===== config.mk =====
export PLATFORM = sky130hd
export DESIGN_NAME = mem_stage
export DESIGN_NICKNAME = d
export VERILOG_FILES = /design/src/rtl/mem_stage.sv
export SDC_FILE = /design/constraint.sdc
export NUM_CORES = 1
export LEC_CHECK = 0
export ABC_AREA = 0
export BUFFER_PORTS_ARGS = -buffer_cell sky130_fd_sc_hd__buf_2
export CORE_MARGIN = 2
export CORE_UTILIZATION = 50
export DETAILED_ROUTE_END_ITERATION = 8
export PLACE_DENSITY_LB_ADDON = 0.25
export SYNTH_ARGS = -nofsm -noshare
export SYNTH_HDL_FRONTEND = slang
export SYNTH_SLANG_ARGS = --single-unit

===== constraint.sdc =====
create_clock -name CLK -period 12.5 [get_ports CLK]
set_input_delay 1.875 -clock CLK [delete_from_list [all_inputs] [get_ports CLK]]
set_output_delay 1.875 -clock CLK [all_outputs]
set_load 0.05 [all_outputs]

===== src/rtl/mem_stage.sv =====
// mem_stage: memory stage of the 5-stage MIPS pipeline.
// Runs the dcache request handshake, selects the writeback value and holds
// the MEM/WB register. Define MEM_PERF_CNT_EN to add access/stall counters.
//
// state | meaning
// ------+---------------------------------------------------------------
// IDLE  | no request outstanding; non-memory ops pass through in 1 cycle
// BUSY  | request registered on dmem*, waiting for dhit
module mem_stage #(
    parameter int WORD_W = 32,
    parameter int REG_W  = 5
) (
    input  logic              CLK,
    input  logic              RST,
    input  logic [WORD_W-1:0] rdat2_i,
    input  logic [WORD_W-1:0] imm_i,
    input  logic [WORD_W-1:0] pc4_i,
    input  logic [WORD_W-1:0] OutputPort_i,
    input  logic [REG_W-1:0]  wsel_i,
    input  logic              RegWr_i,
    input  logic              halt_i,
    input  logic              dREN_i,
    input  logic              dWEN_i,
    input  logic [1:0]        MemToReg_i,
    input  logic              dhit,
    input  logic [WORD_W-1:0] dmemload,
    output logic              dmemREN,
    output logic              dmemWEN,
    output logic [WORD_W-1:0] dmemaddr,
    output logic [WORD_W-1:0] dmemstore,
    output logic              stall_o,
    output logic [WORD_W-1:0] wdat_o,
    output logic [REG_W-1:0]  wsel_o,
    output logic              RegWr_o,
    output logic              halt_o
`ifdef MEM_PERF_CNT_EN
    ,
    output logic [31:0]       mem_access_cnt,
    output logic [31:0]       mem_stall_cnt
`endif
);

    localparam logic [0:0] IDLE = 1'b0;
    localparam logic [0:0] BUSY = 1'b1;

    logic [0:0]        state;
    logic              access;
    logic [REG_W-1:0]  h_wsel;
    logic              h_regwr;
    logic              h_halt;
    logic [1:0]        h_m2r;
    logic [WORD_W-1:0] h_alu;
    logic [WORD_W-1:0] h_pc4;
    logic [WORD_W-1:0] h_imm;

    function automatic logic [WORD_W-1:0] wb_mux(
        input logic [1:0]        sel,
        input logic [WORD_W-1:0] alu,
        input logic [WORD_W-1:0] load,
        input logic [WORD_W-1:0] pc4,
        input logic [WORD_W-1:0] imm
    );
        case (sel)
            2'd0:    wb_mux = alu;
            2'd1:    wb_mux = load;
            2'd2:    wb_mux = pc4;
            default: wb_mux = imm;
        endcase
    endfunction

    assign access = (dREN_i | dWEN_i) & ~halt_o;

    // Stall while a request is being launched or is still waiting for dhit;
    // held low during reset so the hazard unit sees a clean pipeline.
    always_comb begin
        stall_o = 1'b0;
        if (!RST) begin
            if (state == IDLE)
                stall_o = access;
            else
                stall_o = ~dhit;
        end
    end

    // Handshake FSM, dcache request registers, instruction holding registers.
    always_ff @(posedge CLK or posedge RST) begin
        if (RST) begin
            state     <= IDLE;
            dmemREN   <= 1'b0;
            dmemWEN   <= 1'b0;
            dmemaddr  <= '0;
            dmemstore <= '0;
            h_wsel    <= '0;
            h_regwr   <= 1'b0;
            h_halt    <= 1'b0;
            h_m2r     <= 2'd0;
            h_alu     <= '0;
            h_pc4     <= '0;
            h_imm     <= '0;
        end else begin
            case (state)
                IDLE: begin
                    if (access) begin
                        dmemaddr  <= OutputPort_i;
                        dmemstore <= rdat2_i;
                        // a simultaneous load+store resolves to the store
                        dmemREN   <= dREN_i & ~dWEN_i;
                        dmemWEN   <= dWEN_i;
                        h_wsel    <= wsel_i;
                        h_regwr   <= RegWr_i;
                        h_halt    <= halt_i;
                        h_m2r     <= MemToReg_i;
                        h_alu     <= OutputPort_i;
                        h_pc4     <= pc4_i;
                        h_imm     <= imm_i;
                        state     <= BUSY;
                    end
                end
                default: begin
                    if (dhit) begin
                        dmemREN <= 1'b0;
                        dmemWEN <= 1'b0;
                        state   <= IDLE;
                    end
                end
            endcase
        end
    end

    // MEM/WB register and sticky halt.
    always_ff @(posedge CLK or posedge RST) begin
        if (RST) begin
            wdat_o  <= '0;
            wsel_o  <= '0;
            RegWr_o <= 1'b0;
            halt_o  <= 1'b0;
        end else begin
            case (state)
                IDLE: begin
                    if (access) begin
                        RegWr_o <= 1'b0;
                    end else begin
                        wdat_o  <= wb_mux(MemToReg_i, OutputPort_i, dmemload, pc4_i, imm_i);
                        wsel_o  <= wsel_i;
                        RegWr_o <= RegWr_i & ~halt_o;
                        if (halt_i)
                            halt_o <= 1'b1;
                    end
                end
                default: begin
                    if (dhit) begin
                        wdat_o  <= wb_mux(h_m2r, h_alu, dmemload, h_pc4, h_imm);
                        wsel_o  <= h_wsel;
                        RegWr_o <= h_regwr;
                        if (h_halt)
                            halt_o <= 1'b1;
                    end else begin
                        RegWr_o <= 1'b0;
                    end
                end
            endcase
        end
    end

`ifdef MEM_PERF_CNT_EN
    // Saturating performance counters, frozen once the core has halted.
    always_ff @(posedge CLK or posedge RST) begin
        if (RST) begin
            mem_access_cnt <= '0;
            mem_stall_cnt  <= '0;
        end else if (!halt_o) begin
            if (state == BUSY && dhit && mem_access_cnt != 32'hFFFF_FFFF)
                mem_access_cnt <= mem_access_cnt + 32'd1;
            if (stall_o && mem_stall_cnt != 32'hFFFF_FFFF)
                mem_stall_cnt <= mem_stall_cnt + 32'd1;
        end
    end
`endif

endmodule


Word level (Yosys, flattened, before mapping):

Index checks and enable logic that the tools add are counted.

* equality and inequality tests: 7
* multiply operators: 0
* $add $sub $neg: 0
* shifts and indexed selects: 0
* order comparisons: 0
* divide/modulo/power cells: 0
* multiplexer cells: 26
* reductions and logical operators: 8
* bitwise logic cells: 8

Operator list (count)
* case mux 32 bit (3 select lines): 2
* 2-to-1 mux 32 bit: 3
* 2-to-1 mux 1 bit: 18
* 2-to-1 mux 5 bit: 3
* AND reduction 2 bit: 3
* == test 2 x 1 -> 1 bit, second input constant: 2
* == test 2 bit, second input constant: 2
* zero test 2 bit: 2
* inequality test 2 bit, second input constant: 2
* inverter 1 bit: 4
* AND reduction 4 bit: 1
* nonzero test 2 bit: 2
* bitwise AND 1 bit: 3
* inequality test 2 x 1 -> 1 bit, second input constant: 1
* OR 1 bit: 1

* latch bits: 0
* ROM bits: 0
* bits in writable memories: 0
* register bits: 179
* memories: 0
* output and inout port bits: 106

Longest topological paths before layout:

Gate-level depths: netlist (run 1).

* depth in word-level cells: 4
* gate-level depth with buffers: 5
* mapped depth without buffers: 3

Least setup slack after synthesis (run 1):

No wires, ideal clock.

* path type: input port to output port
* from: in dhit
* to: out stall_o
* cell stages on the path: 4
* path slack: 7.686 ns
* data required time: 10.625 ns
* arrival: 2.939 ns
* path through: nor2b_1 > a21oi_1 > buf_2 > nor2_1

* cells in the longest elaborated chain, start to end: 3

Ends and longest elaborated chain
* start: declaration: line 25 `input logic dhit,`
* inverter 1 bit: line 81 `stall_o = ~dhit;`
* 2-to-1 mux 1 bit: line 78 `if (state == IDLE)`
* 2-to-1 mux 1 bit: line 77 `if (!RST) begin`
* end: declaration: line 31 `output logic stall_o,`

No other way between the ends.

Worst setup path after layout (run 1):

* from: in dWEN_i
* to: out stall_o

* cells in the longest elaborated chain, start to end: 4

Ends and longest elaborated chain
* start: declaration: line 23 `input logic dWEN_i,`
* OR 1 bit: line 71 `assign access = (dREN_i | dWEN_i) & ~halt_o;`
* bitwise AND 1 bit: line 71
* 2-to-1 mux 1 bit: line 78
* 2-to-1 mux 1 bit: line 77

No other way between the ends.

==> impl_metrics.toml, run 1 <==
[sta]
slew_viol_final = 0
fin_setup_tns_ns = 0
finalCritPeriodShare_pct = 42.5
slew_headroom_pct = 27.5
finalClockSkew_ns = 0.0150
worst_pin_slew_ns = 1.09
rsz0062_at_grt = "no"
max_freq_mhz = 188
setup_viol = 0
finalHoldViolations = 0
min_period_ns = 5.31

[finish]
final_area_um2 = 10900
postLayoutCoreUtil_pct = 63.4
synthToLayoutAreaGrowth_pct = 24.8
nNetsFinal = 1021
drive_gt1_share_pct = 65.7
fill_cells = 1376
fin_cells = 1086

[synthesis]
ys_warn_count = 0
synth-xor-area-share_pct = 0
syn_area_per_cell_um2 = 14.8
synth_compound_area_share_pct = 4.26
syn_nets = 762
synth_seq_area_share_pct = 51.3
synth-adder-area-share_pct = 0
yosys.area.top_type = "dfrtp_1"
netlist_area_um2 = 8730
synth_top_family_by_area = "multiplexers"
synth_cell_types = 22
synth.area.top_cells = "dfrtp_1 51%, mux2_2 27%, mux4_2 7.5%"
synthMuxAreaShare_pct = 39.4
syn_inst = 588
ys_ff_latch = 179
synth_top_area_share_pct = 51.3
synthSimpleGateAreaFrac_pct = 0.731

[route]
drt-wirelength-per-cell_um = 20.5
drt_iter0_drc = 414
dr.pass1.iters = 6
drc_errors = 0
dr_total_vias = 6197
drt_wl_total_um = 22300
ant_nets = 0
vias_per_cell = 5.71

[worst_setup_path]
critical_path.cell_chain = "buf_2, or2_2, a21oi_4, buf_4, nor2_1, buf_2"
reg2regPathDepth = 4
critPathSlowestCell = "buf_4"
cp-end-kind = "output pin"
r2r-end = "h_pc4[27]$_DFFE_PP0P_"
cp.required_ns = 10.62
crit_family = "buffers and inverters"
worst-path-buf-inv = 3
cpMostUsedCell = "buf_2"
r2r_start = "state$_DFF_PP0_"
worst-setup-path-type = "primary input to output pin"
worstPathMaxFanout = 40
cpPeakStageDelay_ns = 0.61
cp.arrival_ns = 3.43
worstSetupStartpointType = "primary input"
ff2ff_setup_slack_ns = 9.34

[clocking]
root_buffer = "clkbuf_16"
tritoncts = "built"
numCtsBuffers = 17
cts_resized = 0
cts_htree_levels = 4
holdBufCountCts = 0
cts.path.max_buffers = 2
clk_latency_ns = 0.43
cts.sinks = 179
clkTransAtPathRegs_ns = 0.06
cts_setup_buffers = 0

[floorplan]
die_h_um = 136
die_w_um = 136
die_area_um2 = 18500
coreArea_um2 = 17200
ios = 280
start_util_pct = 50.8
rows = 48

[grt]
antenna_found_initial = 1
grt_max_degree = 102
grt_pass1_vias = 6641
grt.overflow.total = 0
grt_pass1_wl_um = 34500
grt_use_total_pct = 24.4

[worst_hold_path]
hold_path_class = "register to register"
min_delay_worst_endpoint = "h_pc4[7]$_DFFE_PP0P_"
hold_path_depth = 1
hp-start = "h_pc4[7]$_DFFE_PP0P_"

[status]
status = "finished, final reports clean"

[power]
ir_worst_vdd_mv = 0.104
p_total_mw = 1.92
leakage_nw = 5.50
power.density_nw_per_um2 = 177

[place]
dp_cells = 1053
gp_congestion = 0.802
dp_hpwl_um = 14700
portBuffers = 279
place_area_um2 = 10200

[job]
cap_violations = 0
[synthesized netlist by cell type]
library cell  instances
dfrtp_1             179
nand2_1               2
o21ai_0               2
mux4_1                3
a21o_1                1
clkbuf_1             10
nand2b_1              1
inv_1                36
and2_1                2
nor3_1                1
buf_6                 4
a32o_1                1
mux4_2               29
nor2_1                2
a222oi_1             32
a21oi_1               3
mux2_2              212
or2_2                 1
mux2i_1              32
buf_2                31
o31a_1                1
nor2b_1               3
[final cells by class]
cell class,instances,area [um^2],area share (%)
Antenna cell,2,5.00,0.0460
Clock buffer,18,439,4.03
Clock inverter,13,200,1.84
Inverter,36,140,1.29
Multi-Input combinational cell,328,3900,35.8
Sequential cell,179,4480,41.1
Tap cell,225,282,2.59
Timing Repair Buffer,285,1440,13.2
[per-stage QoR]
step                      setup WS [ns]  hold WS, ns
after floorplan                    5.77        0.474
after global placement             7.23        0.482
after detailed placement           7.20        0.489
after CTS                          7.19        0.505
after global routing               7.13        0.514
final                              7.19        0.500
[cells by family after synthesis]
family                 after synthesis
AO/OA/AOI/OAI                       40
AND/OR/NAND/NOR                     12
multiplexers                       276
flip-flops                         179
buffers and inverters               81
[flip-flops by register name (all words and copies together), names as in the netlist]
| register | cells |
|---|---|
| dmemstore | 32 |
| h_alu | 32 |
| h_imm | 32 |
| h_pc4 | 32 |
| wdat_o | 32 |
| h_wsel | 5 |
| wsel_o | 5 |
| h_m2r | 2 |
| RegWr_o | 1 |
| dmemREN | 1 |
| dmemWEN | 1 |
| h_halt | 1 |
| h_regwr | 1 |
| halt_o | 1 |
| state | 1 |
[power by group]
part           leakage [nW]  internal, mW  total [mW]  switching, mW
clock                 0.303         0.344       0.580          0.237
combinational          2.99         0.226       0.579          0.353
sequential             2.20         0.694       0.764         0.0691
[worst max-delay path by stage]
stage / start / endpoint / cells after the start
global placement: dWEN_i / stall_o / 6
floorplan: RST / RegWr_o$_DFF_PP0_ / 1
detailed placement: dWEN_i / stall_o / 6
CTS: dWEN_i / stall_o / 6
global route: dWEN_i / stall_o / 6
finish: dWEN_i / stall_o / 6
[routing by layer]
layer / up-vias / part of all wire (%) / wire, um / GRT usage, %
met3: 25 / 7.9 / 1770 / 6.15
li1: 2736 / - / - / -
met5: - / 0 / 0 / 0
met4: 0 / 1.6 / 359 / 7.75
met2: 284 / 50 / 11200 / 41.7
met1: 3152 / 40 / 8910 / 30.7
[worst register-to-register path, delay by kind of cell, from the launching register on]
family	cells	cell delay [ns]
AND/OR/NAND/NOR	2	0.87
buffers and inverters	1	0.97
multiplexers	1	0.50
flip-flops	1	0.69
[layout by cell type (no fill, tap or decap), types with 3 or more instances in the layout]
cell type   count
clkbuf_16      17
mux4_2         29
inv_1          35
dfrtp_1       178
mux2i_1        32
buf_4           6
mux2_2        212
a222oi_1       32
clkinvlp_4      3
bufinv_16       4
buf_2         279
mux4_1          3
inv_6           3
Note: power is estimated with default switching activity, not from simulation.
==> inputs of run 2 (changes only) <==
--- a/config.mk
+++ b/config.mk
@@ -8,7 +8,7 @@
 export ABC_AREA = 0
 export BUFFER_PORTS_ARGS = -buffer_cell sky130_fd_sc_hd__buf_2
 export CORE_MARGIN = 2
-export CORE_UTILIZATION = 50
+export CORE_UTILIZATION = 46
 export DETAILED_ROUTE_END_ITERATION = 8
 export PLACE_DENSITY_LB_ADDON = 0.25
 export SYNTH_ARGS = -nofsm -noshare
==> constraint.sdc (replaced) <==
create_clock -name CLK -period 4.44 [get_ports CLK]
set_input_delay 0.666 -clock CLK [delete_from_list [all_inputs] [get_ports CLK]]
set_output_delay 0.666 -clock CLK [all_outputs]
set_load 0.05 [all_outputs]
==> run 2 against run 1 <==
  * Clock power rose to 2.8 times the previous value
  * Worst setup slack got worse by 5.4 ns
  * Count of clock-buffer cells in the layout is the same
  * Sequential cell count unchanged
  * Combinational power rose to 2.8 times the previous value
  * Critical path depth is 2 lower
  * Critical path type is now register to output pin
==> impl_metrics.toml, run 2 (synthesis gave the netlist of run 1 again) <==
[finish]
synthToLayoutAreaGrowth_pct = 25.4
final_common_cell = "buf_2"
nNetsFinal = 1025
layout_common_cells = "279 x buf_2, 212 x mux2_2, 178 x dfrtp_1, 35 x inv_1"
drive_gt1_share_pct = 65.9
fill_cells = 1459

[route]
drt-wirelength-per-cell_um = 20.4
dr_wl_met3_um = 1480
dr_total_vias = 6111
drc_errors = 0
route.met2.wl_um = 11200
drt_iter0_drc = 348
wl_met1_um = 9350
dr.pass1.iters = 8
ant_nets = 0
drt_wl_total_um = 22400
top_layer = "met5"
vias_per_cell = 5.56

[sta]
worst_pin_slew_ns = 1.03
max_freq_mhz = 380
slew_headroom_pct = 31.4
fin_ws_ns = 1.81
finalCritPeriodShare_pct = 59.3
fin_setup_tns_ns = 0
finalHoldViolations = 0
rsz0062_at_grt = "no"
setup_viol = 0
slew_viol_final = 0
min_period_ns = 2.63
finalClockSkew_ns = 0.00998

[clocking]
cts_htree_levels = 4
cts.sinks = 179
cts_setup_buffers = 0
root_buffer = "clkbuf_16"
clkTransAtPathRegs_ns = 0.07
holdBufCountCts = 0
tritoncts = "built"
cts.path.max_buffers = 2
cts_resized = 0
numCtsBuffers = 17
clk_latency_ns = 0.42

[power]
power.density_nw_per_um2 = 493
ir_worst_vdd_mv = 0.257
leakage_nw = 5.53

[floorplan]
die_h_um = 142
coreArea_um2 = 18600
ios = 280
start_util_pct = 46.8
die_area_um2 = 20100
rows = 50
die_w_um = 142

[worst_setup_path]
ff2ff_setup_slack_ns = 1.87
cp-endpoint = "stall_o"
cp.required_ns = 3.77
critical_path.startpoint = "state$_DFF_PP0_"
worst-setup-path-type = "register to output pin"
cp-end-kind = "output pin"
cp.arrival_ns = 1.97
r2r_start = "state$_DFF_PP0_"
worstPathMaxFanout = 16
r2r-end = "h_imm[17]$_DFFE_PP0P_"
worstSetupStartpointType = "register"
reg2regPathDepth = 4

[job]
cap_violations = 0

[place]
dp_hpwl_um = 15400
gp_congestion = 0.794
dp_slack_ns = 1.70
portBuffers = 279

[grt]
grt_pass1_wl_um = 35300
grt_use_total_pct = 22.7
grt_max_degree = 97
grt.overflow.total = 0
antenna_found_initial = 3
grt_pass1_vias = 6694

[status]
status = "finished, final reports clean"

[worst_hold_path]
hold_path_class = "primary input to async pin"
[run 2: worst min path at each step]
stage,start,end,cells after the start
final,RST,dmemstore[14]$_DFFE_PP0P_,2
after detailed placement,dmemstore[15]$_DFFE_PP0P_,dmemstore[15]$_DFFE_PP0P_,1
after CTS,RST,dmemstore[14]$_DFFE_PP0P_,2
after global placement,h_imm[25]$_DFFE_PP0P_,h_imm[25]$_DFFE_PP0P_,1
after global routing,RST,dmemstore[14]$_DFFE_PP0P_,2
after floorplan,h_halt$_DFFE_PP0P_,h_halt$_DFFE_PP0P_,1
[run 2: critical path, cell delays in order (launching register included)]
cell and delay, ns:
dfrtp_1 0.59, nor2_1 0.42, a21oi_4 0.11, nor2_1 0.14
buf_2 0.29
[run 2: area by class of cell]
type	instances	area, um^2	area share, %
Sequential cell	179	4480	40.9
Tap cell	234	293	2.68
Multi-Input combinational cell	328	3900	35.7
Inverter	36	139	1.27
Antenna cell	2	5.00	0.0457
Timing Repair Buffer	289	1500	13.7
Clock buffer	18	439	4.01
Clock inverter	14	189	1.73
[run 2: where the power goes]
| group | total [mW] | internal (mW) | leakage, nW | switching (mW) |
|---|---|---|---|---|
| Combinational | 1.62 | 0.642 | 3.02 | 0.978 |
| Sequential | 2.17 | 1.95 | 2.20 | 0.214 |
| Clock | 1.61 | 0.924 | 0.308 | 0.683 |
[run 2: metal layers]
layer / GRT usage [%] / vias to the layer above
met4: 7.79 / 2
met2: 38.6 / 226
met5: 0 / -
li1: - / 2752
met1: 28.5 / 3103
met3: 5.40 / 28
[run 2: through the flow]
stage / power [mW] / cells / cell area, um^2 / utilization, % / hold WS, ns
floorplan: 3.38 / 588 / 8730 / - / 0.474
global placement: 3.76 / 1066 / 10300 / 55.3 / 0.481
detailed placement: 3.82 / 1066 / 10300 / 55.3 / 0.488
CTS: 5.44 / 1098 / 10900 / 58.7 / 0.268
global route: 5.64 / 1099 / 10900 / 58.7 / 0.296
finish: 5.39 / 1100 / 10900 / 58.7 / 0.276
